==> src/rtl/ctrl_pkg.sv <==
// Shared encodings for the RV32 control unit: opcodes, AMO selectors, ALU ops, immediate formats.
package ctrl_pkg;

  localparam logic [6:0] OP_R      = 7'b0110011;
  localparam logic [6:0] OP_I      = 7'b0010011;
  localparam logic [6:0] OP_LOAD   = 7'b0000011;
  localparam logic [6:0] OP_STORE  = 7'b0100011;
  localparam logic [6:0] OP_BRANCH = 7'b1100011;
  localparam logic [6:0] OP_AMO    = 7'b0101111;

  localparam logic [2:0] F3_WORD = 3'b010;
  localparam logic [2:0] F3_BEQ  = 3'b000;
  localparam logic [2:0] F3_SLTU = 3'b011;
  localparam logic [4:0] F5_LR   = 5'b00010;
  localparam logic [4:0] F5_SC   = 5'b00011;

  localparam logic [1:0] IMM_I = 2'b00;
  localparam logic [1:0] IMM_S = 2'b01;
  localparam logic [1:0] IMM_B = 2'b10;

  typedef enum logic [3:0] {
    ALU_ADD    = 4'b0000,
    ALU_SUB    = 4'b0001,
    ALU_AND    = 4'b0010,
    ALU_OR     = 4'b0011,
    ALU_XOR    = 4'b0100,
    ALU_SLT    = 4'b0101,
    ALU_SLL    = 4'b0110,
    ALU_SRL    = 4'b0111,
    ALU_SRA    = 4'b1000,
    ALU_PASS_A = 4'b1001
  } alu_op_t;

  // alt selects SUB/SRA; callers mask it for I-type so only SRAI honours it.
  function automatic alu_op_t alu_decode(input logic [2:0] f3, input logic alt);
    alu_op_t op;
    case (f3)
      3'b000:  op = alt ? ALU_SUB : ALU_ADD;
      3'b001:  op = ALU_SLL;
      3'b010:  op = ALU_SLT;
      3'b100:  op = ALU_XOR;
      3'b101:  op = alt ? ALU_SRA : ALU_SRL;
      3'b110:  op = ALU_OR;
      3'b111:  op = ALU_AND;
      default: op = ALU_ADD;
    endcase
    return op;
  endfunction

endpackage

==> src/rtl/lr_sc_reservation.sv <==
// Single word-granular LR/SC reservation with a bounded lifetime.
// Cleared by SC, by a store hitting the reserved word, by reset, or on timeout.
module lr_sc_reservation
  import ctrl_pkg::*;
#(
  parameter int RES_TIMEOUT = 64,
  parameter int CNT_W       = 8
) (
  input  logic        clk,
  input  logic        reset,
  input  logic        is_lr,
  input  logic        is_sc,
  input  logic        is_sw,
  input  logic [31:0] alu_result,
  output logic        reserved_flag
);

  localparam logic [CNT_W-1:0] LIFETIME = CNT_W'(RES_TIMEOUT);
  localparam logic [CNT_W-1:0] ONE      = CNT_W'(1);

  logic             res_valid;
  logic [29:0]      res_addr;
  logic [CNT_W-1:0] res_cnt;
  logic             unused_byte_offset;

  assign unused_byte_offset = ^alu_result[1:0];
  assign reserved_flag      = res_valid && (res_addr == alu_result[31:2]);

  always_ff @(posedge clk) begin
    if (reset) begin
      res_valid <= 1'b0;
      res_addr  <= '0;
      res_cnt   <= '0;
    end else if (is_lr) begin
      res_valid <= 1'b1;
      res_addr  <= alu_result[31:2];
      res_cnt   <= LIFETIME;
    end else if (is_sc) begin
      res_valid <= 1'b0;
    end else if (is_sw && reserved_flag) begin
      res_valid <= 1'b0;
    end else if (res_valid) begin
      // Lifetime counts every cycle after the LR, including stores to other words.
      res_cnt <= res_cnt - ONE;
      if (res_cnt == ONE) res_valid <= 1'b0;
    end
  end

endmodule

==> src/rtl/control_unit.sv <==
// RV32 single-cycle decode into datapath controls, plus the LR.W/SC.W reservation tracker.
module control_unit
  import ctrl_pkg::*;
#(
  parameter int RES_TIMEOUT = 64,
  parameter int CNT_W       = 8
) (
  input  logic        clk,
  input  logic        reset,
  input  logic [31:0] instruction,
  input  logic        zero,
  input  logic [31:0] alu_result,
  output logic        pc_src,
  output logic        mem_write,
  output logic [3:0]  alu_control,
  output logic        alu_src,
  output logic [1:0]  imm_src,
  output logic        reg_write,
  output logic        result_src,
  output logic        atomic_flag,
  output logic        reserved_flag
);

  logic [6:0] opcode;
  logic [2:0] f3;
  logic [4:0] f5;
  logic       alt;
  logic       is_lr;
  logic       is_sc;
  logic       is_sw;
  logic       res_hit;
  logic       unused_insn;

  assign opcode      = instruction[6:0];
  assign f3          = instruction[14:12];
  assign f5          = instruction[31:27];
  assign alt         = instruction[30];
  assign unused_insn = ^{instruction[26:15], instruction[11:7]};

  assign is_lr = (opcode == OP_AMO) && (f3 == F3_WORD) && (f5 == F5_LR);
  assign is_sc = (opcode == OP_AMO) && (f3 == F3_WORD) && (f5 == F5_SC);
  assign is_sw = (opcode == OP_STORE) && (f3 == F3_WORD);

  lr_sc_reservation #(
    .RES_TIMEOUT(RES_TIMEOUT),
    .CNT_W      (CNT_W)
  ) u_res (
    .clk          (clk),
    .reset        (reset),
    .is_lr        (is_lr),
    .is_sc        (is_sc),
    .is_sw        (is_sw),
    .alu_result   (alu_result),
    .reserved_flag(res_hit)
  );

  always_comb begin
    logic legal;
    legal         = 1'b0;
    pc_src        = 1'b0;
    mem_write     = 1'b0;
    alu_control   = ALU_ADD;
    alu_src       = 1'b0;
    imm_src       = IMM_I;
    reg_write     = 1'b0;
    result_src    = 1'b0;
    atomic_flag   = 1'b0;
    reserved_flag = res_hit;

    case (opcode)
      OP_R: begin
        legal       = (f3 != F3_SLTU);
        reg_write   = 1'b1;
        alu_control = alu_decode(f3, alt);
      end
      OP_I: begin
        legal       = (f3 != F3_SLTU);
        reg_write   = 1'b1;
        alu_src     = 1'b1;
        alu_control = alu_decode(f3, alt && (f3 == 3'b101));
      end
      OP_LOAD: begin
        legal      = (f3 == F3_WORD);
        alu_src    = 1'b1;
        result_src = 1'b1;
        reg_write  = 1'b1;
      end
      OP_STORE: begin
        legal     = is_sw;
        alu_src   = 1'b1;
        imm_src   = IMM_S;
        mem_write = 1'b1;
      end
      OP_BRANCH: begin
        legal       = (f3 == F3_BEQ);
        imm_src     = IMM_B;
        alu_control = ALU_SUB;
        pc_src      = zero;
      end
      OP_AMO: begin
        legal       = is_lr || is_sc;
        alu_control = ALU_PASS_A;
        atomic_flag = 1'b1;
        reg_write   = 1'b1;
        result_src  = is_lr;
        mem_write   = is_sc && res_hit;
      end
      default: legal = 1'b0;
    endcase

    // Unrecognised encodings and reset both present an all-zero control bus.
    if (reset || !legal) begin
      pc_src        = 1'b0;
      mem_write     = 1'b0;
      alu_control   = ALU_ADD;
      alu_src       = 1'b0;
      imm_src       = IMM_I;
      reg_write     = 1'b0;
      result_src    = 1'b0;
      atomic_flag   = 1'b0;
      reserved_flag = 1'b0;
    end
  end

endmodule

==> config.mk <==
export PLATFORM = sky130hd
export DESIGN_NAME = control_unit
export DESIGN_NICKNAME = d
export VERILOG_FILES = /design/src/rtl/ctrl_pkg.sv /design/src/rtl/lr_sc_reservation.sv /design/src/rtl/control_unit.sv
export SDC_FILE = /design/constraint.sdc
export NUM_CORES = 1
export LEC_CHECK = 0
export BUFFER_PORTS_ARGS = -buffer_cell sky130_fd_sc_hd__buf_4
export CORE_MARGIN = 2
export CORE_UTILIZATION = 30
export CTS_BUF_LIST = sky130_fd_sc_hd__clkbuf_8
export DETAILED_ROUTE_END_ITERATION = 8
export SLEW_MARGIN = 40
export SYNTH_ARGS = -nofsm -noshare
export SYNTH_HDL_FRONTEND = slang
export SYNTH_SLANG_ARGS = --single-unit
export TNS_END_PERCENT = 5
==> constraint.sdc <==
create_clock -name clk -period 4.55 [get_ports clk]
set_input_delay 0.455 -clock clk [delete_from_list [all_inputs] [get_ports clk]]
set_output_delay 0.455 -clock clk [all_outputs]
set_load 0.01 [all_outputs]
==> results of run 1 <==
==> area by class of cell <==
type / instances / area [um^2]
clock buffers: 6 / 82.6
clock inverters: 1 / 5.00
fillers: 784 / 4440
inverters: 10 / 37.5
multi-input cells: 226 / 1360
flip-flops and latches: 39 / 781
well taps: 99 / 124
repair buffers: 62 / 465
==> metal layers <==
layer | vias to the layer above | track usage (%) | routed length (um)
met3 | 4 | 3.42 | 351
met2 | 62 | 22.6 | 2580
met1 | 968 | 15.7 | 2420
met4 | 0 | 3.41 | 36
li1 | 1099 | - | -
met5 | - | 0 | 0
==> cell usage in the layout, fill, tap and decap left out, drive strengths merged, types with 4 or more instances in the layout <==
master / n
inv: 10
a21oi: 35
mux2i: 5
dfxtp: 39
buf: 62
nor2: 16
nand2: 73
or3: 4
nor3: 6
xnor2: 30
clkbuf: 6
nand4: 16
nand3: 7
==> worst paths after layout <==
path,start,endpoint,slack (ns),cells past startpoint
worst max register to register,u_res.res_addr[0],u_res.res_cnt[3],2.44,6
worst min register to register,u_res.res_addr[10],u_res.res_addr[10],0.47,2
worst max-delay path,instruction[4],alu_control[1],1.56,9
worst min-delay path,alu_result[12],u_res.res_addr[10],0.42,3
==> through the flow <==
stage / std cells / power (W) / util (%) / worst slack (ns) / hold slack [ns]
floorplan: 291 / 0.000383 / - / 2.24 / 0.441
global placement: 436 / 0.000428 / 37.9 / 1.52 / 0.454
detailed placement: 436 / 0.000429 / 37.9 / 1.53 / 0.460
CTS: 443 / 0.000667 / 39.1 / 1.51 / 0.415
global route: 443 / 0.000689 / 39.1 / 1.34 / 0.417
finish: 443 / 0.000656 / 39.1 / 1.56 / 0.421
==> power groups by stage <==
| stage | registers (W) | clock network [W] | logic (W) |
|---|---|---|---|
| 6_report | 0.000341 | 0.000236 | 0.0000788 |
| 3_5_place_dp | 0.000349 | 0 | 0.0000796 |
| 5_1_grt | 0.000341 | 0.000262 | 0.0000860 |
| 3_3_place_gp | 0.000349 | 0 | 0.0000792 |
| 4_1_cts | 0.000341 | 0.000246 | 0.0000799 |
| 2_1_floorplan | 0.000349 | 0 | 0.0000338 |
==> critical path: cells and delay by family <==
kind	cells	cell delay, ns
and+or+nand+nor	3	0.74
buffers and inverters	3	0.65
AOI/OAI and AO/OA	3	0.69
==> flip-flops by register name (all words and copies together), names as in the netlist <==
name and flops:
u_res.res_addr 30, u_res.res_cnt 8, u_res.res_valid 1
==> cell families (layout without fill, tap and decap cells) <==
family	count (synthesis)	count (layout)	share of synthesized area [%]
mux	5	5	2.21
simple gates	136	136	29.9
buf+inv	26	79	5.58
flops	39	39	34.5
compound gates	53	53	15.1
fa+ha+maj	2	2	1.10
xor+xnor	30	30	11.6
==> summary.md, run 1 <==
| Metric | Value |
|---|---|
| Status | finished, final reports clean |
| Final HPWL DP | between 3000 and 4000 um |
| Worst Skew | 0.00920 ns |
| DRT Wirelength | between 5000 and 6000 um |
| Worst path slowest cell | and4b_1 |
| CP cell instances | buf_4, and4b_1, nand4_2, nor2_4, buf_4, o21a_1, o31ai_4, a2111oi_2, buf_4 |
| Area delta synth->final | 26.0% |
| Die W | roughly 91 um |
| First-pass GRT wire length | 8830 um |
| Arr. time, crit path | 2.53 ns |
| Hold Path Class | input port to flip-flop |
| Synth Flop Type | dfxtp_1 |
| Clk_lat worst skew | 0.29 ns |
| Yosys warnings | 0 |
| Clock slew at reported path FFs | ~0.08 ns |
| Clock group share of total power | about 36% |
| Pin count of the biggest net entering global routing | 38 |
| Chip Height | a little over 90 um |
| Die area | between 0.008 and 0.009 mm^2 |
| Cell accounting for the most synthesized area | dfxtp_1 |
| P_sw | about 0.00015 W |
| Layout cells sized above 1 | 23.3% |
| Starting Density | between 30% and 40% |
| Mapped Area | around 0.0023 mm^2 |
| #FFs+latches synth | 39 |
| Final nets | just over 400 |
| Pint | approximately 0.0005 W |
| Hold_buf cts | 0 |
| Post-route cell area | around 0.0029 mm^2 |
| Net Sw Frac | a little under a quarter |
| PwrDens | around 230 mW/mm^2 |
| Routed Antenna Nets | 0 |
| Total CTS buffers | 5 |
| CTS resizes | 0 |
| Ant diodes | 0 |
| Fin. max-slew vios | 0 |
| Max Buffers Root-to-Sink | 2 |
| Tightest Pin Transition | 0.595 ns |
| Period utilisation layout | 65.6% |
| LEAKAGE | 1.03 nW |
| Initial DRC count | 88 |
| DR pass1 iterations | 4 |
| Final Hold Vio Count | 0 |
| Final count of negative-setup-slack endpoints | 0 |
| Crit Path Max Fanout | 37 |
| Syn_area_per_cell | 7.78 um^2 |
| VDD IR max | 0.000151 V |
| Part of the Yosys area used for sequential elements | between 30% and 40% |
| CP endpoint kind | primary output |
| CTS tree | built |
| Total clock sinks | 39 |
| I/O Buffers | 60 |
| Setup TNS | 0 ns |
| Max_slew headroom | between 50% and 60% |
| Ys async rst share | 0% |
| Maximum operating frequency | approximately 330 MHz |
| Max Cap Violations | 0 |
| Unrepaired setup endpoints after global routing | no |
| Post-CTS Setup Inserts | 0 |
| Via density | 4.81 |
| GRT overflow | 0 |
| Min Tclk post-route | 2.99 ns |
| Crit path required time | 4.09 ns |
| Dpl cell area | about 0.0028 mm^2 |
| DR vias | roughly 2100 |
| Top cells by area, synth | dfxtp_1, nand2_1, xnor2_1, a21oi_1, nand4_1 |
| Wirelength per Cell | between 10 and 15 um |
| Antenna violations before repair | 0 |
| Vias in the first global route | between 1500 and 2000 |
| Comb pwr share | a little under an eighth |
| Crit-path max cell delay | 0.43 ns |
| Critical path type | input port to primary output |
| Clock root cell | clkbuf_8 |
| Post-Syn Nets | 360 |
| # IOs | 80 |
| CORE AREA | roughly 0.0073 mm^2 |
| Row cnt | 31 |
| Flop pwr share | 52.0% |
| Htree depth | 2 |
| Post-synth EDFFs | 0 |
| CP dominant cell by count | buf_4 |
| Total Routing Usage GR | between 10% and 20% |
| Mapped Cells | about 290 |
| Synth top area share | 34.5% |
| Placer Congestion | 0.834 |
| Synth unique cells | 45 |
| Startpoint Class | input port |
| DRC violations left | 0 |
| Commonest cells in the netlist | nand2_1, dfxtp_1, a21oi_1, xnor2_1 |
| Count leader, synth | nand2_1 |
Power figures use the tool's default switching activity.
==> inputs of run 2 (changes only) <==
- ABC_AREA: default -> 1
- clock period: 4.55 -> 2.5 ns (I/O delays scaled with it)
==> summary.md, run 2 <==
| Metric | Value |
|---|---|
| Synth top area share | 29.1% (was 34.5%) |
| Flop pwr share | 45.4% (was 52.0%) |
| GRT overflow | 0 (unchanged) |
| Final Hold Vio Count | 0 (unchanged) |
| Via density | 4.68 (was 4.81) |
| Total Routing Usage GR | 14.6% (was 12.9%) |
| Worst Hold Margin | 0.169 ns (was 0.421 ns) |
| Htree depth | 2 (unchanged) |
| Pin count of the biggest net entering global routing | 37 (was 38) |
| Cell accounting for the most synthesized area | dfxtp_1 (unchanged) |
| Commonest cells in the netlist | nand2_1, inv_1, nor2_1, dfxtp_1, a21oi_1 (was nand2_1, dfxtp_1, a21oi_1, xnor2_1) |
| Largest Register | u_res.res_addr (unchanged) |
| Max_slew headroom | 77.3% (was 60.0%) |
| PwrDens | 406 mW/mm^2 (was 230 mW/mm^2) |
| Ant diodes | 0 (unchanged) |
| Layout cells sized above 1 | 20.6% (was 23.3%) |
| Cells after DPL | 594 (was 436) |
| Critical path type | flip-flop to primary output (was input port to primary output) |
| DR pass1 iterations | 5 (was 4) |
| Post-Syn Nets | 501 (was 360) |
| Top Registers | u_res.res_addr: 30 flops, u_res.res_cnt: 8 flops, u_res.res_valid: 1 flops (unchanged) |
| DRT Wirelength | 7080 um (was 5390 um) |
| Tightest Pin Transition | 0.337 ns (was 0.595 ns) |
| LEAKAGE | 1.49 nW (was 1.03 nW) |
| Part of the Yosys area used for sequential elements | 29.1% (was 34.5%) |
| Clock slew at reported path FFs | 0.08 ns (about the same) |
| CORE AREA | 0.00872 mm^2 (was 0.00729 mm^2) |
| Placer Congestion | 0.887 (was 0.834) |
| Pint | 0.00103 W (was 0.000502 W) |
| Post-CTS Setup Inserts | 0 (unchanged) |
| Chip Height | 98.6 um (was 90.9 um) |
| Mapped Area | 0.00269 mm^2 (was 0.00226 mm^2) |
| Max Cap Violations | 0 (unchanged) |
| Area delta synth->final | 25.2% (was 26.0%) |
| Ys async rst share | 0% (unchanged) |
| Post-Layout Cell Count | 602 (was 443) |
| I/O Buffers | 60 (unchanged) |
| Mapped Cells | 432 (was 291) |
| #FFs+latches synth | 39 (unchanged) |
| Starting Density | 30.8% (was 31.1%) |
| P_sw | 0.000338 W (was 0.000154 W) |
| Period utilisation layout | between 80% and 90% |
| CP endpoint kind | primary output (unchanged) |
| Comb pwr share | 13.4% (was 12.0%) |
| Worst Skew | 0.00817 ns (was 0.00920 ns) |
| Final HPWL DP | 5580 um (was 3940 um) |
| Setup TNS | 0 ns (unchanged) |
| DR vias | 2819 (was 2133) |
| # IOs | 80 (unchanged) |
| Commonest non-fill, non-tap cell in the layout | nand2_1 (unchanged) |
| Most frequent cells in the layout | nand2_1, inv_1, buf_4 (was nand2_1, buf_4, dfxtp_1) |
| Top cells by area, synth | dfxtp_1, nand2_1, inv_1, a21oi_1, o21ai_0 (was dfxtp_1, nand2_1, xnor2_1, a21oi_1, nand4_1) |
| Final nets | 562 (was 413) |
| Die area | 0.00973 mm^2 (was 0.00826 mm^2) |
| Routed Antenna Nets | 0 (unchanged) |
| Clock group share of total power | 41.1% (was 36.0%) |
| Arr. time, crit path | 1.79 ns (was 2.53 ns) |
| Count leader, synth | nand2_1 (unchanged) |
| Crit Path Max Fanout | 2 (was 37) |
| Initial DRC count | 145 (was 88) |
| DRC violations left | 0 (unchanged) |
| Die W | 98.6 um (was 90.9 um) |
| Total power | 0.00137 W (was 0.000656 W) |
| Unrepaired setup endpoints after global routing | no (unchanged) |
| Startpoint Class | flip-flop (was input port) |
| Final count of negative-setup-slack endpoints | 0 (unchanged) |
| Maximum operating frequency | between 400 and 500 MHz |
| Hold Path Class | input port to flip-flop (unchanged) |
| Yosys warnings | 0 (unchanged) |
| Syn_area_per_cell | 6.22 um^2 (was 7.78 um^2) |
| Total CTS buffers | 5 (unchanged) |
| Hold_buf cts | 0 (unchanged) |
| Synth Flop Type | dfxtp_1 (unchanged) |
| First-pass GRT wire length | 11700 um (was 8830 um) |
| Antenna violations before repair | 0 (unchanged) |
| Clock root cell | clkbuf_8 (unchanged) |
| Post-synth EDFFs | 0 (unchanged) |
| Fillers | 935 (was 784) |
| CTS resizes | 0 (unchanged) |
| Max Buffers Root-to-Sink | 2 (unchanged) |
| Min Tclk post-route | 2.04 ns |
| Net Sw Frac | 24.8% (was 23.5%) |
| Wirelength per Cell | 11.8 um (was 12.2 um) |
| Synth unique cells | 35 (was 45) |
| VDD IR max | 0.000206 V (was 0.000151 V) |
| Clk_lat worst skew | 0.30 ns (was 0.29 ns) |
| Max FFs per register | 30 (unchanged) |
| Total clock sinks | 39 (unchanged) |
| Vias in the first global route | 2611 (was 1975) |
| Row cnt | 34 (was 31) |
| Crit path required time | 2.25 ns (was 4.09 ns) |
| CTS tree | built (unchanged) |
| Status | finished, final reports clean (unchanged) |
| Fin. max-slew vios | 0 (unchanged) |
## run 2: changes by cell type in the layout (fill, tap and decap cells not counted), sizes merged, moves of 3 or more
cell / before / now
clkinv: 1 / 4
inv: 10 / 80
mux2i: 5 / 0
nand2: 73 / 105
nand3: 7 / 23
nand4: 16 / 8
nor2: 16 / 50
nor3: 6 / 11
o21a: 3 / 0
o21ai: 2 / 39
or3: 4 / 0
xnor2: 30 / 10
xor2: 0 / 5
## run 2: path summary, 6_finish.rpt
check / start / end / slack (ns) / cells past startpoint
max: u_res.res_addr[12] / mem_write / 0.46 / 8
min: reset / u_res.res_valid / 0.17 / 2
max reg2reg: u_res.res_addr[8] / u_res.res_cnt[1] / 0.93 / 10
min reg2reg: u_res.res_addr[21] / u_res.res_addr[21] / 0.47 / 2
## run 2: power groups by stage
stage / sequential (W) / combinational (W) / clock, W
floorplan: 0.000635 / 0.0000837 / 0
global placement: 0.000635 / 0.000181 / 0
detailed placement: 0.000635 / 0.000184 / 0
CTS: 0.000620 / 0.000185 / 0.000575
global route: 0.000621 / 0.000208 / 0.000604
finish: 0.000620 / 0.000184 / 0.000562
## run 2: cell families (layout without fill, tap and decap cells)
group / count (synthesis) / in the layout / synth area share [%]
simple gates: 204 / 204 / 36.1
buf+inv: 92 / 154 / 13.6
compound gates: 80 / 80 / 15.4
flops: 39 / 39 / 29.1
xor+xnor: 15 / 15 / 4.89
fa+ha+maj: 2 / 2 / 0.931
## run 2: worst max-delay path, cell delays in order, from the launching register on
cell     delay [ns]
dfxtp_1        0.33
xnor2_1        0.14
nand2_1        0.12
nor4_1         0.32
nand2_1        0.18
nor2_1         0.13
nand3_1        0.08
nand2_1        0.07
buf_4          0.12
## run 2: final cells by class
class / instances / area [um^2] / share of cell area [%]
multi-input combinational: 301 / 1540 / 45.8
tap: 108 / 135 / 4.02
inverter: 83 / 317 / 9.41
clock buffer: 6 / 82.6 / 2.46
sequential: 39 / 781 / 23.2
clock inverter: 2 / 35.0 / 1.04
timing repair buffer: 63 / 473 / 14.1
## run 2: routing by layer
layer	vias to the layer above	global-route usage [%]	part of all wire (%)
li1	1485	-	-
met1	1260	19.7	47
met2	68	24.0	47
met3	6	2.70	4.9
met4	0	4.11	1.3
met5	-	0	0
## run 2: through the flow
stage               util (%)  instance area (um^2)  setup slack, ns
global placement        37.2                  3250            0.664
floorplan                  -                  2690            0.947
CTS                     38.6                  3360            0.456
finish                  38.6                  3360            0.464
detailed placement      37.2                  3250            0.643
global route            38.6                  3360            0.356
==> inputs of run 3 (changes only) <==
- ABC_AREA: 1 -> 0
- clock period: 2.5 -> 1.77 ns (I/O delays scaled with it)
==> summary.md, run 3 (same netlist as run 1, synthesis figures left out) <==
| Metric | Value |
|---|---|
| Status | finished, violations left (was finished, final reports clean) |
| Failing checks | setup timing |
| Fin. max-slew vios | 0 (unchanged) |
| Period utilisation layout | 115% |
| Clock root cell | clkbuf_8 (unchanged) |
| CTS tree | built (unchanged) |
| Clock group share of total power | 34.3% (was 41.1%) |
| Initial DRC count | 47 (was 145) |
| Worst hold stages | 3 (was 2) |
| Arr. time, crit path | 1.85 ns (was 1.79 ns) |
| Total Routing Usage GR | 14.0% (was 14.6%) |
| Worst Skew | 0.00550 ns (was 0.00817 ns) |
| Worst Hold Margin | 0.136 ns (was 0.169 ns) |
| Wirelength per Cell | 12.4 um (was 11.8 um) |
| Crit Path Max Fanout | 3 (was 2) |
| Chip Height | 90.9 um (was 98.6 um) |
| Commonest non-fill, non-tap cell in the layout | buf_4 (was nand2_1) |
| Tightest Pin Transition | 0.494 ns (was 0.337 ns) |
| Worst path slowest cell | dfxtp_1 (unchanged) |
| Most frequent cells in the layout | buf_4, nand2_1, a21oi_1 (was nand2_1, inv_1, buf_4) |
| Final count of negative-setup-slack endpoints | 15 (was 0) |
| Die area | 0.00826 mm^2 (was 0.00973 mm^2) |
| Crit path required time | 1.59 ns (was 2.25 ns) |
| Die W | 90.9 um (was 98.6 um) |
| First-pass GRT wire length | 9570 um (was 11700 um) |
| Max Buffers Root-to-Sink | 2 (unchanged) |
| Top Registers | u_res.res_addr: 30 flops, u_res.res_cnt: 8 flops, u_res.res_valid: 1 flops (unchanged) |
| Worst reg2reg path depth | 8 (was 10) |
| Dpl cell area | 0.00298 mm^2 (was 0.00325 mm^2) |
| Hold_buf cts | 0 (unchanged) |
| Unrepaired setup endpoints after global routing | yes (was no) |
| Hold Path Class | input port to flip-flop (unchanged) |
| Area delta synth->final | 42.3% (was 25.2%) |
| LEAKAGE | 1.22 nW (was 1.49 nW) |
| Row cnt | 31 (was 34) |
| CP endpoint kind | primary output (unchanged) |
| Total clock sinks | 39 (unchanged) |
| Final Hold Vio Count | 0 (unchanged) |
| Final HPWL DP | 4350 um (was 5580 um) |
| Placer Congestion | 0.798 (was 0.887) |
| Pint | 0.00128 W (was 0.00103 W) |
| Max_slew headroom | 67.0% (was 77.3%) |
| DR vias | 2241 (was 2819) |
| P_sw | 0.000428 W (was 0.000338 W) |
| Starting Density | 31.1% (was 30.8%) |
| RR Endpoint | u_res.res_cnt[1] (unchanged) |
| Largest Register | u_res.res_addr (unchanged) |
| Ant diodes | 0 (unchanged) |
| Post-route cell area | 0.00322 mm^2 (was 0.00336 mm^2) |
| Area of the multi-input gates | 0.00149 mm^2 (was 0.00154 mm^2) |
| Critical path type | flip-flop to primary output (unchanged) |
| R2R Setup Slk | -0.02 ns (was 0.93 ns) |
| Total CTS buffers | 5 (unchanged) |
| Net Sw Frac | 25.0% (was 24.8%) |
| DR pass1 iterations | 4 (was 5) |
| Antenna violations before repair | 0 (unchanged) |
| Vias in the first global route | 2126 (was 2611) |
| Crit-path max cell delay | 0.34 ns (was 0.33 ns) |
| Reg-to-reg startpoint | u_res.res_addr[28] (was u_res.res_addr[8]) |
| Max FFs per register | 30 (unchanged) |
| Final nets | 443 (was 562) |
| DRC violations left | 0 (unchanged) |
| I/O Buffers | 60 (unchanged) |
| CP dominant cell by count | buf_4 (was nand2_1) |
| Pin count of the biggest net entering global routing | 37 (unchanged) |
| Cells after DPL | 465 (was 594) |
| Layout cells sized above 1 | 36.8% (was 20.6%) |
| Startpoint Class | flip-flop (unchanged) |
| Fillers | 776 (was 935) |
| Post-Layout Cell Count | 474 (was 602) |
| CP cell instances | xnor2_2, nand4_1, nor4_1, buf_4, nand2_2, o21a_1, nor2_1, buf_4 (was xnor2_1, nand2_1, nor4_1, nand2_1, nor2_1, nand3_1, nand2_1, buf_4) |
| Clock slew at reported path FFs | 0.08 ns (about the same) |
| Via density | 4.73 (was 4.68) |
| CORE AREA | 0.00729 mm^2 (was 0.00872 mm^2) |
| Buf/Inv on CP | 2 (was 1) |
| Routed Antenna Nets | 0 (unchanged) |
| Flop pwr share | 51.2% (was 45.4%) |
| VDD IR max | 0.000407 V (was 0.000206 V) |
| PwrDens | 531 mW/mm^2 (was 406 mW/mm^2) |
| Comb pwr share | 14.4% (was 13.4%) |
| GRT overflow | 0 (unchanged) |
| Maximum operating frequency | about 490 MHz |
| Register area | 790 um^2 (was 781 um^2) |
| Worst Hold End | u_res.res_addr[0] (was u_res.res_valid) |
| DRT Wirelength | 5900 um (was 7080 um) |
| Clk_lat worst skew | 0.29 ns (was 0.30 ns) |
| Htree depth | 2 (unchanged) |
| Delay-heaviest family, CP | simple AND/OR/NAND/NOR gates (unchanged) |
| Max Cap Violations | 0 (unchanged) |
| Final WS setup | -0.258 ns (was 0.464 ns) |
| Worst hold start | alu_result[2] (was reset) |
| Min Tclk post-route | between 2 and 2.5 ns |
| # IOs | 80 (unchanged) |
run 3: worst min-delay path, cell delays in order:
cell and delay (ns):
buf_4 0.12, nand2_1 0.05, a21oi_1 0.05
run 3: per-stage QoR:
step | setup slack (ns) | utilization (%) | power, W | TNS [ns]
after detailed placement | -0.303 | 40.9 | 0.00113 | -4.49
after global placement | -0.310 | 40.9 | 0.00113 | -4.40
after floorplan | 0.0189 | - | 0.000984 | 0
after CTS | -0.264 | 43.3 | 0.00174 | -1.65
final | -0.258 | 44.2 | 0.00171 | -1.52
after global routing | -0.328 | 44.2 | 0.00178 | -3.53
run 3: timing repair:
action                     CTS  global route
gates resized for setup     19            15
setup buffers                0             1
pin swaps                   13            12
setup endpoints to repair   21            22
run 3: power by group through the flow:
| stage | clock, W | combinational (W) | sequential, W |
|---|---|---|---|
| after floorplan | 0 | 0.0000868 | 0.000897 |
| after global placement | 0 | 0.000231 | 0.000897 |
| after detailed placement | 0 | 0.000231 | 0.000897 |
| after CTS | 0.000615 | 0.000244 | 0.000876 |
| after global routing | 0.000639 | 0.000268 | 0.000876 |
| final | 0.000588 | 0.000247 | 0.000876 |
run 3: layout make-up:
class / instances / share of cell area, %
Clock buffer: 5 / 2.14
Clock inverter: 3 / 0.466
Inverter: 10 / 1.17
Multi-Input combinational cell: 226 / 46.1
Sequential cell: 39 / 24.5
Tap cell: 99 / 3.84
Timing Repair Buffer: 92 / 21.8
run 3: metal layers:
layer	vias to the layer above	global-route usage (%)	routed length, um
li1	1160	-	-
met1	1023	17.5	2610
met2	51	24.0	2900
met3	7	3.67	302
met4	0	3.41	78
met5	-	0	0
run 3: worst max path at each step:
stage | start | endpoint | slack [ns] | cells past startpoint
floorplan | instruction[12] | alu_control[1] | 0.02 | 7
global placement | instruction[31] | alu_control[1] | -0.31 | 9
detailed placement | instruction[31] | alu_control[1] | -0.30 | 9
CTS | u_res.res_addr[28] | mem_write | -0.26 | 8
global route | u_res.res_addr[24] | mem_write | -0.33 | 8
finish | u_res.res_addr[15] | mem_write | -0.26 | 8
